## src/rtl/inst_sequencer_pkg.sv

```systemverilog
// Shared definitions for the instruction sequencer and the PC stack it drives.
// Holds the opcode constants, the PC source selects and the sequencer state encoding.
package inst_sequencer_pkg;

  localparam logic [3:0] OPC_JCN = 4'h1;
  localparam logic [3:0] OPC_JIN = 4'h3;
  localparam logic [3:0] OPC_JUN = 4'h4;

  localparam logic [1:0] PC_FROM_DATA = 2'd0;
  localparam logic [1:0] PC_FROM_REG  = 2'd1;

  localparam logic [2:0] CYC_NIB_HI = 3'd3;
  localparam logic [2:0] CYC_NIB_LO = 3'd4;
  localparam logic [2:0] CYC_REG_HI = 3'd6;
  localparam logic [2:0] CYC_LAST   = 3'd7;

  typedef enum logic [1:0] {
    WORD1 = 2'd0,
    WORD2 = 2'd1,
    SKIP  = 2'd2
  } seq_state_t;

endpackage

```

## src/rtl/inst_sequencer_jcn_cond_eval.sv

```systemverilog
// Conditional-jump test: operand[3] inverts, operand[2:0] select acc_zero, carry and TEST.
// TEST is an active-low pin, so its condition is true when the pin is low.
module jcn_cond_eval (
  input  logic [3:0] operand,
  input  logic       acc_zero,
  input  logic       carry_flag,
  input  logic       test_n,
  output logic       cond
);

  logic any_hit;

  assign any_hit = (operand[2] & acc_zero) |
                   (operand[1] & carry_flag) |
                   (operand[0] & ~test_n);
  assign cond    = operand[3] ^ any_hit;

endmodule

```

## src/rtl/inst_sequencer.sv

```systemverilog
// 8-phase instruction-cycle sequencer with instruction capture and JUN/JCN/JIN PC control.
// Phases 0-2 belong to the PC stack's increment, so no PC write is ever issued there.
module inst_sequencer
  import inst_sequencer_pkg::*;
#(
  parameter logic [3:0] OP_JCN = OPC_JCN,
  parameter logic [3:0] OP_JIN = OPC_JIN,
  parameter logic [3:0] OP_JUN = OPC_JUN
) (
  input  logic       clock,
  input  logic       reset,
  input  logic       halt_req,
  input  logic [3:0] data,
  input  logic       acc_zero,
  input  logic       carry_flag,
  input  logic       test_n,
  output logic [2:0] cycle,
  output logic       halt,
  output logic [3:0] inst_opcode,
  output logic [3:0] inst_operand,
  output logic       second_word,
  output logic [3:0] reg_pair_addr,
  output logic [1:0] pc_next_sel,
  output logic [1:0] pc_write_enable,
  output logic [1:0] state_dbg
);

  logic [2:0] cycle_q;
  logic       halt_q;
  logic [3:0] opcode_q;
  logic [3:0] operand_q;
  seq_state_t state_q;
  seq_state_t state_d;
  logic       cond;
  logic       boundary;
  logic       is_jin;

  logic [1:0] pc_we_c;
  logic [1:0] pc_sel_c;
  logic [3:0] rpa_c;

  jcn_cond_eval u_cond (
    .operand    (operand_q),
    .acc_zero   (acc_zero),
    .carry_flag (carry_flag),
    .test_n     (test_n),
    .cond       (cond)
  );

  // Instruction boundary: the only edge where state and halt may change.
  assign boundary = (cycle_q == CYC_LAST) && !halt_q;
  assign is_jin   = (opcode_q == OP_JIN) && operand_q[0];

  always_ff @(posedge clock) begin
    if (reset) begin
      cycle_q <= 3'd0;
    end else if (!halt_q) begin
      cycle_q <= cycle_q + 3'd1;
    end
  end

  // Once halted, halt simply follows the request so release happens on the next edge.
  always_ff @(posedge clock) begin
    if (reset) begin
      halt_q <= 1'b0;
    end else if (halt_q) begin
      halt_q <= halt_req;
    end else if (cycle_q == CYC_LAST) begin
      halt_q <= halt_req;
    end
  end

  always_ff @(posedge clock) begin
    if (reset) begin
      opcode_q  <= 4'h0;
      operand_q <= 4'h0;
    end else if ((state_q == WORD1) && !halt_q) begin
      if (cycle_q == CYC_NIB_HI) opcode_q  <= data;
      if (cycle_q == CYC_NIB_LO) operand_q <= data;
    end
  end

  always_ff @(posedge clock) begin
    if (reset) begin
      state_q <= WORD1;
    end else begin
      state_q <= state_d;
    end
  end

  always_comb begin
    state_d = state_q;
    if (boundary) begin
      case (state_q)
        WORD1: begin
          if (opcode_q == OP_JUN) begin
            state_d = WORD2;
          end else if (opcode_q == OP_JCN) begin
            state_d = cond ? WORD2 : SKIP;
          end else begin
            state_d = WORD1;
          end
        end
        WORD2:   state_d = WORD1;
        SKIP:    state_d = WORD1;
        default: state_d = WORD1;
      endcase
    end
  end

  // SKIP fetches the second word without writing; the PC has already moved past it.
  always_comb begin
    pc_we_c  = 2'b00;
    pc_sel_c = PC_FROM_DATA;
    rpa_c    = 4'h0;
    if (!reset && !halt_q) begin
      case (state_q)
        WORD2: begin
          if (cycle_q == CYC_NIB_HI) begin
            pc_we_c = 2'b10;
          end else if (cycle_q == CYC_NIB_LO) begin
            pc_we_c = 2'b01;
          end
        end
        WORD1: begin
          if (is_jin && (cycle_q == CYC_REG_HI)) begin
            pc_we_c  = 2'b10;
            pc_sel_c = PC_FROM_REG;
            rpa_c    = {operand_q[3:1], 1'b0};
          end else if (is_jin && (cycle_q == CYC_LAST)) begin
            pc_we_c  = 2'b01;
            pc_sel_c = PC_FROM_REG;
            rpa_c    = {operand_q[3:1], 1'b1};
          end
        end
        default: begin
          pc_we_c  = 2'b00;
          pc_sel_c = PC_FROM_DATA;
          rpa_c    = 4'h0;
        end
      endcase
    end
  end

  assign cycle           = cycle_q;
  assign halt            = halt_q;
  assign inst_opcode     = opcode_q;
  assign inst_operand    = operand_q;
  assign second_word     = (state_q == WORD2) || (state_q == SKIP);
  assign reg_pair_addr   = rpa_c;
  assign pc_next_sel     = pc_sel_c;
  assign pc_write_enable = pc_we_c;
  assign state_dbg       = state_q;

endmodule

```

## config.mk

```make
export PLATFORM = sky130hd
export DESIGN_NAME = inst_sequencer
export DESIGN_NICKNAME = d
export VERILOG_FILES = /design/src/rtl/inst_sequencer_pkg.sv /design/src/rtl/inst_sequencer_jcn_cond_eval.sv /design/src/rtl/inst_sequencer.sv
export SDC_FILE = /design/constraint.sdc
export NUM_CORES = 1
export LEC_CHECK = 0
export ABC_CLOCK_PERIOD_IN_PS = 1700
export CORE_AREA = 2 2 46 48
export CTS_BUF_LIST = sky130_fd_sc_hd__clkbuf_2 sky130_fd_sc_hd__clkbuf_4 sky130_fd_sc_hd__clkbuf_8
export CTS_CLUSTER_SIZE = 10
export DETAILED_ROUTE_END_ITERATION = 10
export DIE_AREA = 0 0 48 50
export PLACE_DENSITY = 0.8
export SLEW_MARGIN = 40
export SYNTH_ARGS = -nofsm -noshare
export SYNTH_HDL_FRONTEND = slang
export SYNTH_HIERARCHICAL = 1
export SYNTH_SLANG_ARGS = --single-unit
```

## constraint.sdc

```tcl
create_clock -name clock -period 1.7 [get_ports clock]
set_input_delay 0.34 -clock clock [delete_from_list [all_inputs] [get_ports clock]]
set_output_delay 0.34 -clock clock [all_outputs]
set_load 0.1 [all_outputs]
```

==> impl_metrics.py <==
metrics = {
    "placed_design": {
        "placed_cells": 159,
        "dp_hpwl_um": 2148,
        "place.gp.congestion": 0.8181,
        "dpl_cell_area_um2": 1579,
        "io_buffers": 31,
    },
    "logic_synthesis": {
        "syn_area_per_cell_um2": 9.068,
        "async_reset_ff_frac": 0,
        "synth_flop_cell": "dfxtp_1",
        "synth.distinct_cells": 33,
        "syn_nets": 106,
        "ys_seq_elements": 14,
        "yosysWarnings": 6,
        "netlist_area_um2": 807.0,
        "yosysSeqAreaShare": 0.3473,
        "synth_edf_count": 0,
        "synth_cells": 89,
    },
    "status": {
        "violations": "setup timing",
        "outcome": "finished with violations",
    },
    "sta": {
        "fin_crit_sh": 1.264,
        "fin_worst_skew_ns": 0.007375,
        "grt_setup_unrepaired": "yes",
        "period_minus_slack_ns": 2.149,
        "slew_violations": 0,
        "finalSetupViolations": 7,
        "timing.fmax_mhz": 465.3,
        "worst_slack_ns": -0.4492,
        "hold-worst-slack_ns": 0.5739,
        "finalHoldViolations": 0,
    },
    "route": {
        "drt_iter0_drc": 16,
        "drt_first_pass_iters": 4,
        "wire_per_inst_um": 16.50,
        "drc": 0,
        "vias": 860,
        "antenna_left": 0,
        "via_per_inst": 5.181,
        "wl_um": 2739,
    },
    "min_path": {
        "hold_end": "inst_operand[1]",
        "worstHoldStart": "inst_operand[1]",
        "hp-class": "flop to flop",
        "hold_depth": 2,
    },
    "pwr": {
        "p_leak_uw": 0.0007119,
        "max-vdd-ir-drop_uv": 860.5,
        "power_density_nw_per_um2": 534.8,
    },
    "clock_network": {
        "cts_tree": "built",
        "path_clk_slew_ns": 0.09,
        "cts.sink_count": 14,
        "h-tree-depth": 1,
        "numCtsBuffers": 3,
        "cts-root-buf": "clkbuf_4",
        "clock_latency_ns": 0.29,
        "postCtsHoldBufs": 0,
        "clk_path_buf_depth": 2,
    },
    "critical_path": {
        "worstPathRequired_ns": 1.36,
        "cp-end-kind": "output pin",
        "r2r_start": "inst_operand[0]",
        "crit_arrival_ns": 1.81,
        "r2r_end": "state_dbg[0]",
        "r2r_slack_ns": 0.20,
        "critPathKind": "flop to output pin",
        "crit_chain": "inv_4, ha_4, and4b_1, nand3b_1, buf_4, nor3_4, buf_12",
        "start_kind": "flop",
        "reg2reg_depth": 6,
        "cpPeakStageDelay_ns": 0.36,
        "critPathMaxFanout": 3,
        "slowest_stage": "dfxtp_4",
    },
    "global_routing": {
        "antenna_found_initial": 0,
        "overflow": 0,
        "grt_max_degree": 10,
        "grtUsageTotal": 0.2663,
        "grt_pass1_vias": 925,
        "grt_pass1_wl_um": 4416,
    },
    "die": {
        "core-area_um2": 1902,
        "rows": 16,
        "die_w_um": 48,
        "die_area_um2": 2400,
        "num_io_pins": 33,
        "start_util": 0.4243,
        "die_y_um": 50,
    },
    "run": {
        "cap_violations": 0,
    },
    "layout": {
        "utilization": 0.8678,
        "final_common_cell": "buf_12",
        "fin_area_um2": 1650,
        "finalNonFillerCells": 166,
        "drive_above_1_share": 0.5540,
        "final_nets": 157,
        "final_cell_mix": "22 x buf_12, 18 x buf_4, 15 x nor2_1",
        "diodes": 0,
        "syn_to_final_growth_pct": 104.5,
    },
}
cells in the mapped netlist, types with 2 or more instances:
library cell / count / area (um2)
a22o_1: 2 / 17.52
dfxtp_1: 14 / 280.3
nand2_1: 4 / 15.01
ha_1: 7 / 87.58
and2_1: 3 / 18.77
nor2_1: 15 / 56.30
mux2i_1: 10 / 100.1
inv_1: 7 / 26.28
a21oi_1: 3 / 15.01
per-layer routing:
layer  GRT usage  vias up  share of wire
li1            -      402              -
met1      0.2908      418           0.37
met2      0.4533       29           0.57
met3     0.02564       11          0.020
met4      0.1757        0          0.037
met5           0        -              0
sequential cells by signal, indices dropped and copies added (netlist names):
| name | count |
|---|---|
| inst_opcode | 4 |
| inst_operand | 4 |
| cycle | 3 |
| state_dbg | 2 |
| halt | 1 |
cells by family after synthesis:
logic type | synth area share
AO/OA/AOI/OAI | 0.06977
XOR/XNOR | 0.02171
adder cells (fa/ha/maj) | 0.1085
buffers and inverters | 0.06666
flip-flops | 0.3473
multiplexers | 0.1240
other | 0.004647
AND/OR/NAND/NOR | 0.2574
cell type report:
type	instances	area, um2
Tap cell	27	33.78
Timing Repair Buffer	50	676.9
Inverter	7	28.78
Fill cell	88	251.5
Sequential cell	14	314.1
Multi-Input combinational cell	64	560.5
Clock buffer	4	36.28
worst max-delay path: cells and delay by family, from the launching register on:
kind	cells	cell delay (ns)
fa+ha+maj	1	0.13
buf+inv	3	0.47
flops	1	0.36
simple gates	3	0.56
metrics by stage:
stage | setup slack, ns | power, uW | setup TNS, ns
after global routing | -0.5030 | 915.7 | -2.832
after detailed placement | -0.3317 | 633.3 | -1.951
after CTS | -0.4681 | 886.2 | -2.622
after floorplan | -0.6533 | 520.0 | -3.490
after global placement | -0.2541 | 624.0 | -1.499
final | -0.4492 | 882.6 | -2.456
how the worst max path moves through the flow:
stage,from,end,cells after the start
after floorplan,state_dbg[1],pc_write_enable[0],5
after global placement,reset,pc_write_enable[0],4
after detailed placement,reset,pc_write_enable[0],4
after CTS,state_dbg[1],reg_pair_addr[0],7
after global routing,state_dbg[1],pc_write_enable[1],7
final,state_dbg[1],reg_pair_addr[0],7
timing repair:
| action | 4_1_cts | 5_1_grt |
|---|---|---|
| resized for setup | 2 | 3 |
| endpoints found under the setup margin | 7 | 7 |
| buffers inserted | 2 | 1 |
| pin swaps | 3 | 4 |
| endpoints found under the hold margin | 0 | 0 |
report_power, final:
group          internal (uW)  switching, uW
clock network            131            120
logic                    110            164
registers                336           22.3
total                    576            306
Note: power is estimated with default switching activity, not from simulation.
